### src/rtl/mult_bist_pkg.sv
// rtl/mult_bist_pkg.sv - shared types and MISR constants for the multiplier BIST controller
package mult_bist_pkg;

  typedef enum logic [1:0] {
    IDLE    = 2'd0,
    SETTLE  = 2'd1,
    CAPTURE = 2'd2,
    DONE    = 2'd3
  } state_e;

  // Feedback taps for x^16 + x^14 + x^13 + x^11 + 1
  localparam int MISR_TAP0 = 15;
  localparam int MISR_TAP1 = 13;
  localparam int MISR_TAP2 = 12;
  localparam int MISR_TAP3 = 10;

  localparam logic [15:0] MISR_SEED = 16'h0000;

endpackage

### src/rtl/mult_bist_misr.sv
// rtl/mult_bist_misr.sv - multiple-input signature register compacting captured results
module mult_bist_misr
  import mult_bist_pkg::*;
#(
  parameter int SIG_WIDTH = 16,
  parameter int DIN_WIDTH = 10
) (
  input  logic                 clk,
  input  logic                 rst,
  input  logic                 clear,
  input  logic                 en,
  input  logic [DIN_WIDTH-1:0] din,
  output logic [SIG_WIDTH-1:0] sig
);

  logic [SIG_WIDTH-1:0] sig_q;
  logic [SIG_WIDTH-1:0] sig_d;
  logic                 fb;

  // Next signature: clear reloads the seed, en shifts in feedback and folds in din
  always_comb begin
    fb    = sig_q[MISR_TAP0] ^ sig_q[MISR_TAP1] ^ sig_q[MISR_TAP2] ^ sig_q[MISR_TAP3];
    sig_d = sig_q;
    if (clear) begin
      sig_d = SIG_WIDTH'(MISR_SEED);
    end else if (en) begin
      sig_d = {sig_q[SIG_WIDTH-2:0], fb} ^ SIG_WIDTH'(din);
    end
  end

  // Signature register
  always_ff @(posedge clk) begin
    if (rst) begin
      sig_q <= '0;
    end else begin
      sig_q <= sig_d;
    end
  end

  assign sig = sig_q;

endmodule

### src/rtl/mult_bist_ctrl.sv
// rtl/mult_bist_ctrl.sv - BIST sequencer: walks operands, captures results, compacts a signature
module mult_bist_ctrl
  import mult_bist_pkg::*;
#(
  parameter int BIT_WIDTH     = 2,
  parameter int OUT_WIDTH     = BIT_WIDTH + 8,
  parameter int NUM_VECTORS   = 16,
  parameter int SETTLE_CYCLES = 1,
  parameter int SIG_WIDTH     = 16
) (
  input  logic                 clk,
  input  logic                 rst,
  input  logic                 start,
  output logic [BIT_WIDTH-1:0] dut_inp,
  input  logic [OUT_WIDTH-1:0] dut_out,
  output logic                 cap_valid,
  output logic [OUT_WIDTH-1:0] cap_data,
  input  logic                 cap_ready,
  output logic                 busy,
  output logic                 done,
  output logic [SIG_WIDTH-1:0] signature
);

  localparam int CNT_W = (NUM_VECTORS > 1) ? $clog2(NUM_VECTORS) : 1;
  localparam int SET_W = (SETTLE_CYCLES > 1) ? $clog2(SETTLE_CYCLES) : 1;

  state_e               state_q, state_d;
  logic [CNT_W-1:0]     vec_cnt_q, vec_cnt_d;
  logic [SET_W-1:0]     settle_cnt_q, settle_cnt_d;
  logic [BIT_WIDTH-1:0] dut_inp_q, dut_inp_d;
  logic                 cap_valid_q, cap_valid_d;
  logic [OUT_WIDTH-1:0] cap_data_q, cap_data_d;
  logic                 busy_q, busy_d;
  logic                 done_q, done_d;
  logic                 misr_clear;
  logic                 misr_en;

  // Sequencer next-state: start only honoured when not busy; capture waits on handshake
  always_comb begin
    state_d      = state_q;
    vec_cnt_d    = vec_cnt_q;
    settle_cnt_d = settle_cnt_q;
    dut_inp_d    = dut_inp_q;
    cap_valid_d  = cap_valid_q;
    cap_data_d   = cap_data_q;
    busy_d       = busy_q;
    done_d       = done_q;
    misr_clear   = 1'b0;
    misr_en      = 1'b0;
    case (state_q)
      IDLE, DONE: begin
        if (start) begin
          state_d      = SETTLE;
          vec_cnt_d    = '0;
          settle_cnt_d = '0;
          dut_inp_d    = '0;
          done_d       = 1'b0;
          busy_d       = 1'b1;
          misr_clear   = 1'b1;
        end
      end
      SETTLE: begin
        if (settle_cnt_q == SET_W'(SETTLE_CYCLES - 1)) begin
          state_d      = CAPTURE;
          settle_cnt_d = '0;
          cap_data_d   = dut_out;
          cap_valid_d  = 1'b1;
          misr_en      = 1'b1;
        end else begin
          settle_cnt_d = settle_cnt_q + 1'b1;
        end
      end
      CAPTURE: begin
        if (cap_valid_q && cap_ready) begin
          cap_valid_d = 1'b0;
          if (vec_cnt_q == CNT_W'(NUM_VECTORS - 1)) begin
            state_d = DONE;
            busy_d  = 1'b0;
            done_d  = 1'b1;
          end else begin
            state_d   = SETTLE;
            vec_cnt_d = vec_cnt_q + 1'b1;
            // dut_inp tracks vec_cnt modulo 2^BIT_WIDTH, so incrementing it wraps naturally
            dut_inp_d = dut_inp_q + 1'b1;
          end
        end
      end
      default: begin
        state_d = IDLE;
      end
    endcase
  end

  // Sequencer state and output registers; reset overrides everything
  always_ff @(posedge clk) begin
    if (rst) begin
      state_q      <= IDLE;
      vec_cnt_q    <= '0;
      settle_cnt_q <= '0;
      dut_inp_q    <= '0;
      cap_valid_q  <= 1'b0;
      cap_data_q   <= '0;
      busy_q       <= 1'b0;
      done_q       <= 1'b0;
    end else begin
      state_q      <= state_d;
      vec_cnt_q    <= vec_cnt_d;
      settle_cnt_q <= settle_cnt_d;
      dut_inp_q    <= dut_inp_d;
      cap_valid_q  <= cap_valid_d;
      cap_data_q   <= cap_data_d;
      busy_q       <= busy_d;
      done_q       <= done_d;
    end
  end

  mult_bist_misr #(
    .SIG_WIDTH(SIG_WIDTH),
    .DIN_WIDTH(OUT_WIDTH)
  ) u_misr (
    .clk  (clk),
    .rst  (rst),
    .clear(misr_clear),
    .en   (misr_en),
    .din  (dut_out),
    .sig  (signature)
  );

  assign dut_inp   = dut_inp_q;
  assign cap_valid = cap_valid_q;
  assign cap_data  = cap_data_q;
  assign busy      = busy_q;
  assign done      = done_q;

endmodule

### config.mk
export PLATFORM = sky130hd
export DESIGN_NAME = mult_bist_ctrl
export DESIGN_NICKNAME = d
export VERILOG_FILES = /design/src/rtl/mult_bist_pkg.sv /design/src/rtl/mult_bist_misr.sv /design/src/rtl/mult_bist_ctrl.sv
export SDC_FILE = /design/constraint.sdc
export NUM_CORES = 1
export LEC_CHECK = 0
export CORE_UTILIZATION = 50
export CTS_BUF_LIST = sky130_fd_sc_hd__clkbuf_4 sky130_fd_sc_hd__clkbuf_8 sky130_fd_sc_hd__clkbuf_16
export CTS_CLUSTER_DIAMETER = 50
export CTS_CLUSTER_SIZE = 8
export DETAILED_ROUTE_END_ITERATION = 10
export PLACE_DENSITY = 0.79
export SLEW_MARGIN = 20
export SYNTH_ARGS = -nofsm -noshare
export SYNTH_HDL_FRONTEND = slang
export SYNTH_HIERARCHICAL = 1
export SYNTH_SLANG_ARGS = --single-unit
### constraint.sdc
create_clock -name clk -period 3.7 [get_ports clk]
set_input_delay 0.37 -clock clk [delete_from_list [all_inputs] [get_ports clk]]
set_output_delay 0.37 -clock clk [all_outputs]
set_load 0.005 [all_outputs]
==> results of run 1 <==
==> where the power goes <==
group	switching, mW	internal [mW]
combinational	0.145	0.166
clock	0.121	0.0970
sequential	0.0355	0.441
total	0.301	0.704
==> kinds of logic (layout without fill, tap and decap cells) <==
| group | Yosys count | count (layout) | share of synthesized area |
|---|---|---|---|
| XOR/XNOR | 11 | 11 | 0.06461 |
| adder cells (fa/ha/maj) | 4 | 4 | 0.02937 |
| multiplexers | 18 | 18 | 0.1065 |
| AND/OR/NAND/NOR | 57 | 57 | 0.1630 |
| flip-flops | 37 | 37 | 0.4347 |
| AO/OA/AOI/OAI | 35 | 35 | 0.1542 |
| buffers and inverters | 16 | 58 | 0.04772 |
==> routing by layer <==
layer	GRT usage	wire, um	share of wire
met5	0	0	0
met4	0.08306	21	0.0057
met3	0.05970	208	0.056
met2	0.4003	1835	0.50
met1	0.2617	1622	0.44
==> worst max-delay path: stages, from the launching register on <==
cell and delay [ps]:
dfxtp_1 400, inv_1 60, ha_1 360, nand2_1 100, inv_1 60, or2_1 440, or3_1 440, o211ai_2 140
==> through the flow <==
step,power (mW),std cells,cell area [um^2],worst slack (ps),hold slack [ps]
floorplan,0.6774,178,1704,1930,470.4
global placement,0.7855,257,2151,1663,468.3
detailed placement,0.7960,257,2151,1600,482.7
CTS,1.012,264,2210,1627,497.3
global route,1.066,264,2210,1470,531.6
finish,1.005,264,2210,1610,492.9
==> path summary, 6_finish.rpt <==
| check | start | slack (ps) | cells after the start | end |
|---|---|---|---|---|
| max | state_q[0] | 1610 | 7 | u_misr/sig[0] |
| min | done | 490 | 2 | done |
| max reg2reg | state_q[0] | 1610 | 7 | u_misr/sig[0] |
| min reg2reg | done | 490 | 2 | done |
==> cell usage in the layout (no fill, tap or decap), types with 2 or more instances in the layout <==
master / n
a211oi_1: 10
a21oi_1: 4
a31oi_1: 3
clkbuf_4: 6
clkdlybuf4s50_1: 44
dfxtp_1: 37
ha_1: 3
inv_1: 6
mux2i_1: 17
nand2_1: 6
nand2b_1: 2
nand3_1: 6
nand4_1: 4
nor2_1: 28
nor2b_1: 3
o211ai_1: 3
o21ai_0: 5
xnor2_1: 9
==> area by class of cell <==
cell class	count	area, um^2	share of cell area
Clock buffer	7	58.81	0.02661
Multi-Input combinational cell	125	884.6	0.4003
Timing Repair Buffer	45	447.9	0.2027
Inverter	6	22.52	0.01019
Sequential cell	37	740.7	0.3352
Tap cell	44	55.05	0.02492
==> registers in the layout, indices dropped and copies added, names as in the netlist <==
name / flops
dut_inp: 2
state_q: 2
busy: 1
done: 1
u_misr/sig: 16
cap_valid: 1
cap_data: 10
vec_cnt_q: 4
==> impl_metrics.json, run 1 <==
{
  "antenna_cells": 0,
  "remaining_drc_errors": 0,
  "dieHeight_um": 60.38,
  "coreArea_um2": 3153,
  "viasPerCell": 5.473,
  "skew_ps": 6.915,
  "drt-total-wl_um": 3688,
  "post-cts-setup-buffers": 0,
  "num_io_pins": 45,
  "clk_latency_ps": 330,
  "cap_violations": 0,
  "drive_gt1_frac": 0.06364,
  "period_share": 0.5648,
  "drtPass1Iterations": 4,
  "synth_largest_area_cell": "dfxtp_1",
  "setup-violations-final": 0,
  "clockRootBuffer": "clkbuf_4",
  "grt_use_total": 0.2264,
  "status": "complete, no violations",
  "p_leak_nw": 0.7908,
  "start_util": 0.5405,
  "synth_cells": 178,
  "ant_nets": 0,
  "endpoint_kind": "flip-flop",
  "rsz0062_at_grt": "false",
  "post_synth.cell_area_avg_um2": 9.574,
  "yosys-top-cells-count": "37 x dfxtp_1, 28 x nor2_1, 17 x mux2i_1, 10 x a211oi_1, 9 x xnor2_1",
  "worst_pin_slew_ps": 834.4,
  "ir_drop_uv": 276.4,
  "synth.top_cell.area_share": 0.4347,
  "cts_hold_buf": 0,
  "fmax_mhz": 478.5,
  "synth_edf_count": 0,
  "slew_viol_final": 0,
  "start_kind": "flip-flop",
  "h-tree-depth": 2,
  "synth_area_leaders": "dfxtp_1 43%, mux2i_1 10%, nor2_1 6.2%, xnor2_1 4.6%, a211oi_1 4.4%",
  "syn_area_um2": 1704,
  "ys_ff_latch": 37,
  "async_reset_ff_frac": 0,
  "antenna_found_initial": 0,
  "cts_tree": "done",
  "clkTransAtPathRegs_ps": 100,
  "place_congestion": 0.7913,
  "yosysUniqueCellTypes": 40,
  "cts.sinks": 37,
  "ctsResizeCount": 0,
  "setup_tns_ps": 0,
  "crit_fanout": 16,
  "fillers": 268,
  "vias": 1445,
  "syn_nets": 196,
  "grt_pass1_vias": 1440,
  "rows": 20,
  "relSlewSlack": 0.4438,
  "powerDensity_nw_per_um2": 455.0,
  "seq_area_frac_synth": 0.4347,
  "cts_buffers": 5,
  "dieArea_um2": 3646,
  "hold_viol_final": 0,
  "syn2layout_area_growth_pct": 29.66,
  "portBuffers": 44,
  "grt_pass1_wl_um": 6092,
  "hold_path.class": "reg -> reg",
  "required_ps": 3960,
  "routedWlPerCell_um": 13.97,
  "synth_ff_type": "dfxtp_1",
  "grt-ovfl-total": 0,
  "die_width_um": 60.38,
  "dp_hpwl_um": 2576,
  "yosysMostFrequentCell": "dfxtp_1",
  "min_period_ps": 2090,
  "clock_path_buffers": 2,
  "synth_warnings": 6,
  "grt_max_degree": 39,
  "crit_type": "reg -> reg",
  "post-route-util": 0.7008,
  "cp_data_arrival_time_ps": 2350,
  "first_iter_violations": 58,
  "nets": 238
}
(Power assumes the default switching activity.)
==> run 2, diff against run 1 <==
--- a/config.mk
+++ b/config.mk
@@ -5,12 +5,12 @@
 export SDC_FILE = /design/constraint.sdc
 export NUM_CORES = 1
 export LEC_CHECK = 0
-export CORE_UTILIZATION = 50
+export CORE_UTILIZATION = 43
 export CTS_BUF_LIST = sky130_fd_sc_hd__clkbuf_4 sky130_fd_sc_hd__clkbuf_8 sky130_fd_sc_hd__clkbuf_16
 export CTS_CLUSTER_DIAMETER = 50
 export CTS_CLUSTER_SIZE = 8
 export DETAILED_ROUTE_END_ITERATION = 10
-export PLACE_DENSITY = 0.79
+export PLACE_DENSITY = 0.72
 export SLEW_MARGIN = 20
 export SYNTH_ARGS = -nofsm -noshare
 export SYNTH_HDL_FRONTEND = slang
==> constraint.sdc (replaced) <==
create_clock -name clk -period 1.7 [get_ports clk]
set_input_delay 0.17 -clock clk [delete_from_list [all_inputs] [get_ports clk]]
set_output_delay 0.17 -clock clk [all_outputs]
set_load 0.005 [all_outputs]
==> impl_metrics.json, run 2 (synthesis gave the netlist of run 1 again) <==
{
  "place_inst": 265,
  "min_period_ps": 1632,
  "clk_latency_ps": 280,
  "fmax_mhz": 612.6,
  "viasPerCell": 5.342,
  "seq_power_share": 0.433,
  "syn2layout_area_growth_pct": 34.87,
  "drive_gt1_frac": 0.08036,
  "p_leak_nw": 0.8291,
  "remaining_drc_errors": 0,
  "final_common_cell": "clkdlybuf4s50_1",
  "vias": 1453,
  "antenna_cells": 0,
  "crit_fanout": 5,
  "hold_viol_final": 0,
  "grt-ovfl-total": 0,
  "post-cts-setup-buffers": 0,
  "post-route-util": 0.6140,
  "combPwrFrac": 0.307,
  "clockRootBuffer": "clkbuf_8",
  "grt_use_total": 0.1899,
  "largest_reg_flops": 16,
  "ir_drop_uv": 673.6,
  "start_kind": "flip-flop",
  "drt-total-wl_um": 3811,
  "start_util": 0.4552,
  "ff2ff_setup_slack_ps": 70,
  "endpoint_kind": "flip-flop",
  "num_io_pins": 45,
  "drtPass1Iterations": 5,
  "cts_tree": "done",
  "coreArea_um2": 3744,
  "powerDensity_nw_per_um2": 1037,
  "relSlewSlack": 0.7046,
  "antenna_found_initial": 0,
  "die_width_um": 64.96,
  "critPathBufInv": 2,
  "cap_violations": 0,
  "hold_path.class": "reg -> reg",
  "first_iter_violations": 69,
  "period_share": 0.9603,
  "cpLargestDelayFamily": "simple AND/OR/NAND/NOR gates",
  "path_cells": "inv_1 -> ha_4 -> nand2_1 -> inv_1 -> or2_1 -> or3_1 -> o211ai_2",
  "setup_tns_ps": 0,
  "p_clk_frac": 0.260,
  "mostFrequentLayoutCells": "44 x clkdlybuf4s50_1, 37 x dfxtp_1, 28 x nor2_1",
  "path_common_cell": "inv_1",
  "grt_pass1_vias": 1416,
  "setup-violations-final": 0,
  "netSwitchingFraction": 0.2897,
  "cts.sinks": 37,
  "cts_buffers": 5,
  "dieArea_um2": 4219,
  "routedWlPerCell_um": 14.01,
  "slew_viol_final": 0,
  "cp_data_arrival_time_ps": 1840,
  "max_stage_delay_ps": 380,
  "cpMaxStageDelayCell": "or3_1",
  "clkTransAtPathRegs_ps": 70,
  "dp_hpwl_um": 2766,
  "cts_hold_buf": 0,
  "p_switching_mw": 0.6904,
  "ant_nets": 0,
  "rsz0062_at_grt": "false",
  "rows": 22,
  "worst_pin_slew_ps": 430.8,
  "crit_type": "reg -> reg",
  "dieHeight_um": 64.96,
  "required_ps": 1910,
  "status": "complete, no violations",
  "p_int_mw": 1.693,
  "nets": 242,
  "grt_pass1_wl_um": 6230,
  "skew_ps": 4.866,
  "place_congestion": 0.7672,
  "h-tree-depth": 2,
  "ctsResizeCount": 0,
  "instances_no_fill": 272,
  "clock_path_buffers": 2,
  "portBuffers": 44,
  "grt_max_degree": 23
}
==> run 2: cell count changes in the layout (fill, tap and decap cells not counted) <==
cell      change
clkbuf_4      -5
clkbuf_8      +5
buf_4         +3
buf_12        +1
ha_2          -1
ha_4          +1
==> run 2: cell type report <==
class                           instances  area [um^2]
Fill cell                             335         1445
Multi-Input combinational cell        125        894.6
Sequential cell                        37        740.7
Timing Repair Buffer                   49        490.5
Clock buffer                            7        90.09
Tap cell                               48        60.06
Inverter                                6        22.52
==> run 2: stage by stage <==
| stage | hold slack [ps] | cell area (um^2) | total power [mW] | worst slack [ps] |
|---|---|---|---|---|
| finish | 489.6 | 2298 | 2.383 | 67.54 |
| global route | 508.8 | 2298 | 2.512 | 31.22 |
| CTS | 484.4 | 2298 | 2.394 | 76.68 |
| detailed placement | 474.8 | 2208 | 1.779 | 94.90 |
| global placement | 479.6 | 2208 | 1.755 | 140.6 |
| floorplan | 317.2 | 1717 | 1.489 | 14.20 |
==> run 2: path summary, 6_finish.rpt <==
check,from,end,cells past startpoint
setup / recovery,state_q[0],u_misr/sig[0],7
hold / removal,done,done,2
setup reg to reg,state_q[0],u_misr/sig[0],7
hold reg to reg,done,done,2
==> run 2: power groups by stage <==
stage | clock network [mW] | logic, mW | registers (mW)
final | 0.620 | 0.732 | 1.03
after global routing | 0.672 | 0.796 | 1.04
after CTS | 0.629 | 0.733 | 1.03
after detailed placement | 0 | 0.729 | 1.05
after global placement | 0 | 0.708 | 1.05
after floorplan | 0 | 0.438 | 1.05
==> run 2: worst reg2reg max path, delay by kind of cell, from the launching register on <==
family | cells | cell delay (ps)
compound gates | 1 | 140
fa+ha+maj | 1 | 260
buf+inv | 2 | 130
flops | 1 | 330
simple gates | 3 | 710
==> run 2: layer usage <==
layer	share of wire	track usage
met2	0.49	0.3242
met5	0	0
met4	0.014	0.05833
met3	0.062	0.06338
met1	0.44	0.2221
==> run 3, diff against run 2 <==
--- a/config.mk
+++ b/config.mk
@@ -6,7 +6,6 @@
 export NUM_CORES = 1
 export LEC_CHECK = 0
 export CORE_UTILIZATION = 43
-export CTS_BUF_LIST = sky130_fd_sc_hd__clkbuf_4 sky130_fd_sc_hd__clkbuf_8 sky130_fd_sc_hd__clkbuf_16
 export CTS_CLUSTER_DIAMETER = 50
 export CTS_CLUSTER_SIZE = 8
 export DETAILED_ROUTE_END_ITERATION = 10
==> impl_metrics.json, run 3 (synthesis gave the netlist of run 1 again) <==
{
  "cts_buffers": 5,
  "multi_input_area_um2": 894.6,
  "slew_viol_final": 0,
  "drtPass1Iterations": 4,
  "clk_latency_ps": 280,
  "final_common_cell": "clkdlybuf4s50_1",
  "powerDensity_nw_per_um2": 1031,
  "h-tree-depth": 2,
  "portBuffers": 44,
  "setup-violations-final": 0,
  "place_inst": 265,
  "antenna_cells": 0,
  "cpMaxStageDelayCell": "or3_1",
  "nets": 242,
  "vias": 1466,
  "first_iter_violations": 71,
  "ir_drop_uv": 672.8,
  "post-route-util": 0.6130,
  "path_common_cell": "inv_1",
  "hold_path.class": "reg -> reg",
  "p_leak_nw": 0.8256,
  "setup_tns_ps": 0,
  "seq_area_um2": 740.7,
  "rows": 22,
  "cts_hold_buf": 0,
  "drive_gt1_frac": 0.07589,
  "worst_pin_slew_ps": 456.2,
  "cts_tree": "done",
  "clkTransAtPathRegs_ps": 70,
  "instances_no_fill": 272,
  "die_width_um": 64.96,
  "relSlewSlack": 0.6871,
  "routedWlPerCell_um": 14.08,
  "ctsResizeCount": 0,
  "cap_violations": 0,
  "cts.sinks": 37,
  "viasPerCell": 5.390,
  "syn2layout_area_growth_pct": 34.65,
  "rsz0062_at_grt": "false",
  "grt_use_total": 0.1903,
  "grt_pass1_vias": 1420,
  "fillers": 336,
  "remaining_drc_errors": 0,
  "drt-total-wl_um": 3829,
  "reg2reg_to": "u_misr/sig[0]",
  "worstHoldStart": "done",
  "cp_data_arrival_time_ps": 1830,
  "status": "complete, no violations",
  "min_period_ps": 1625,
  "r2r-start": "state_q[0]",
  "dieHeight_um": 64.96,
  "post-cts-setup-buffers": 0,
  "num_io_pins": 45,
  "clock_path_buffers": 2,
  "fmax_mhz": 615.3,
  "cpLargestDelayFamily": "simple AND/OR/NAND/NOR gates",
  "grt_max_degree": 23,
  "required_ps": 1900,
  "endpoint_kind": "flip-flop",
  "critPathBufInv": 2,
  "start_util": 0.4552,
  "crit_fanout": 5,
  "ff2ff_setup_slack_ps": 70,
  "coreArea_um2": 3744,
  "start_kind": "flip-flop",
  "clockRootBuffer": "clkbuf_8",
  "largest_reg_flops": 16,
  "hold_path_depth": 2,
  "r2r_cells": 7,
  "dp_hpwl_um": 2766,
  "antenna_found_initial": 0,
  "period_share": 0.9560,
  "mostFrequentLayoutCells": "44 x clkdlybuf4s50_1, 37 x dfxtp_1, 28 x nor2_1",
  "max_stage_delay_ps": 380,
  "skew_ps": 5.174,
  "path_cells": "inv_1 -> ha_4 -> nand2_1 -> inv_1 -> or2_1 -> or3_1 -> o211ai_2",
  "min_to": "done",
  "hold_viol_final": 0,
  "grt-ovfl-total": 0,
  "ant_nets": 0,
  "grt_pass1_wl_um": 6244,
  "place_congestion": 0.7672,
  "crit_type": "reg -> reg",
  "dieArea_um2": 4219,
  "worst_slack_ps": 74.88,
  "post-place-ws_ps": 94.90
}
[run 3: changes by cell type in the layout (fill, tap and decap cells not counted)]
| cell | change |
|---|---|
| clkbuf_4 | -1 |
| clkbuf_1 | +1 |
[run 3: routing by layer]
metal | global-route usage | part of all wire | vias up
met5 | 0 | 0 | -
met4 | 0.05833 | 0.012 | 0
met3 | 0.06338 | 0.072 | 6
met2 | 0.3268 | 0.48 | 63
met1 | 0.2210 | 0.43 | 675
li1 | - | - | 722
[run 3: stage by stage]
step	power [mW]	hold slack, ps	instance area (um^2)
finish	2.365	489.5	2295
global route	2.494	508.5	2295
CTS	2.378	484.4	2295
detailed placement	1.779	474.8	2208
global placement	1.755	479.6	2208
floorplan	1.489	317.2	1717
[run 3: where the power goes]
group | internal [mW] | leakage (nW) | switching, mW
Clock | 0.322 | 0.0443 | 0.279
Sequential | 0.960 | 0.302 | 0.0716
Combinational | 0.395 | 0.480 | 0.338
Total | 1.68 | 0.826 | 0.688
[run 3: tightest hold or removal path, cell delays in order, from the launching register on]
cell	delay, ps
dfxtp_1	310
o21ai_0	70
a21oi_1	70
[run 3: cell type report]
cell class	instances	area share
clock buffer	7	0.03762
inverter	6	0.009815
multi-input combinational	125	0.3899
sequential	37	0.3228
tap	48	0.02617
timing repair buffer	49	0.2137
[run 3: how the worst max path moves through the flow]
stage / startpoint / to / slack (ps) / cells past startpoint
2_1_floorplan: state_q[0] / u_misr/sig[0] / 10 / 8
3_3_place_gp: start / u_misr/sig[0] / 140 / 6
3_5_place_dp: start / u_misr/sig[0] / 90 / 6
4_1_cts: state_q[0] / u_misr/sig[0] / 80 / 7
5_1_grt: state_q[0] / u_misr/sig[0] / 30 / 7
6_report: state_q[0] / u_misr/sig[0] / 70 / 7
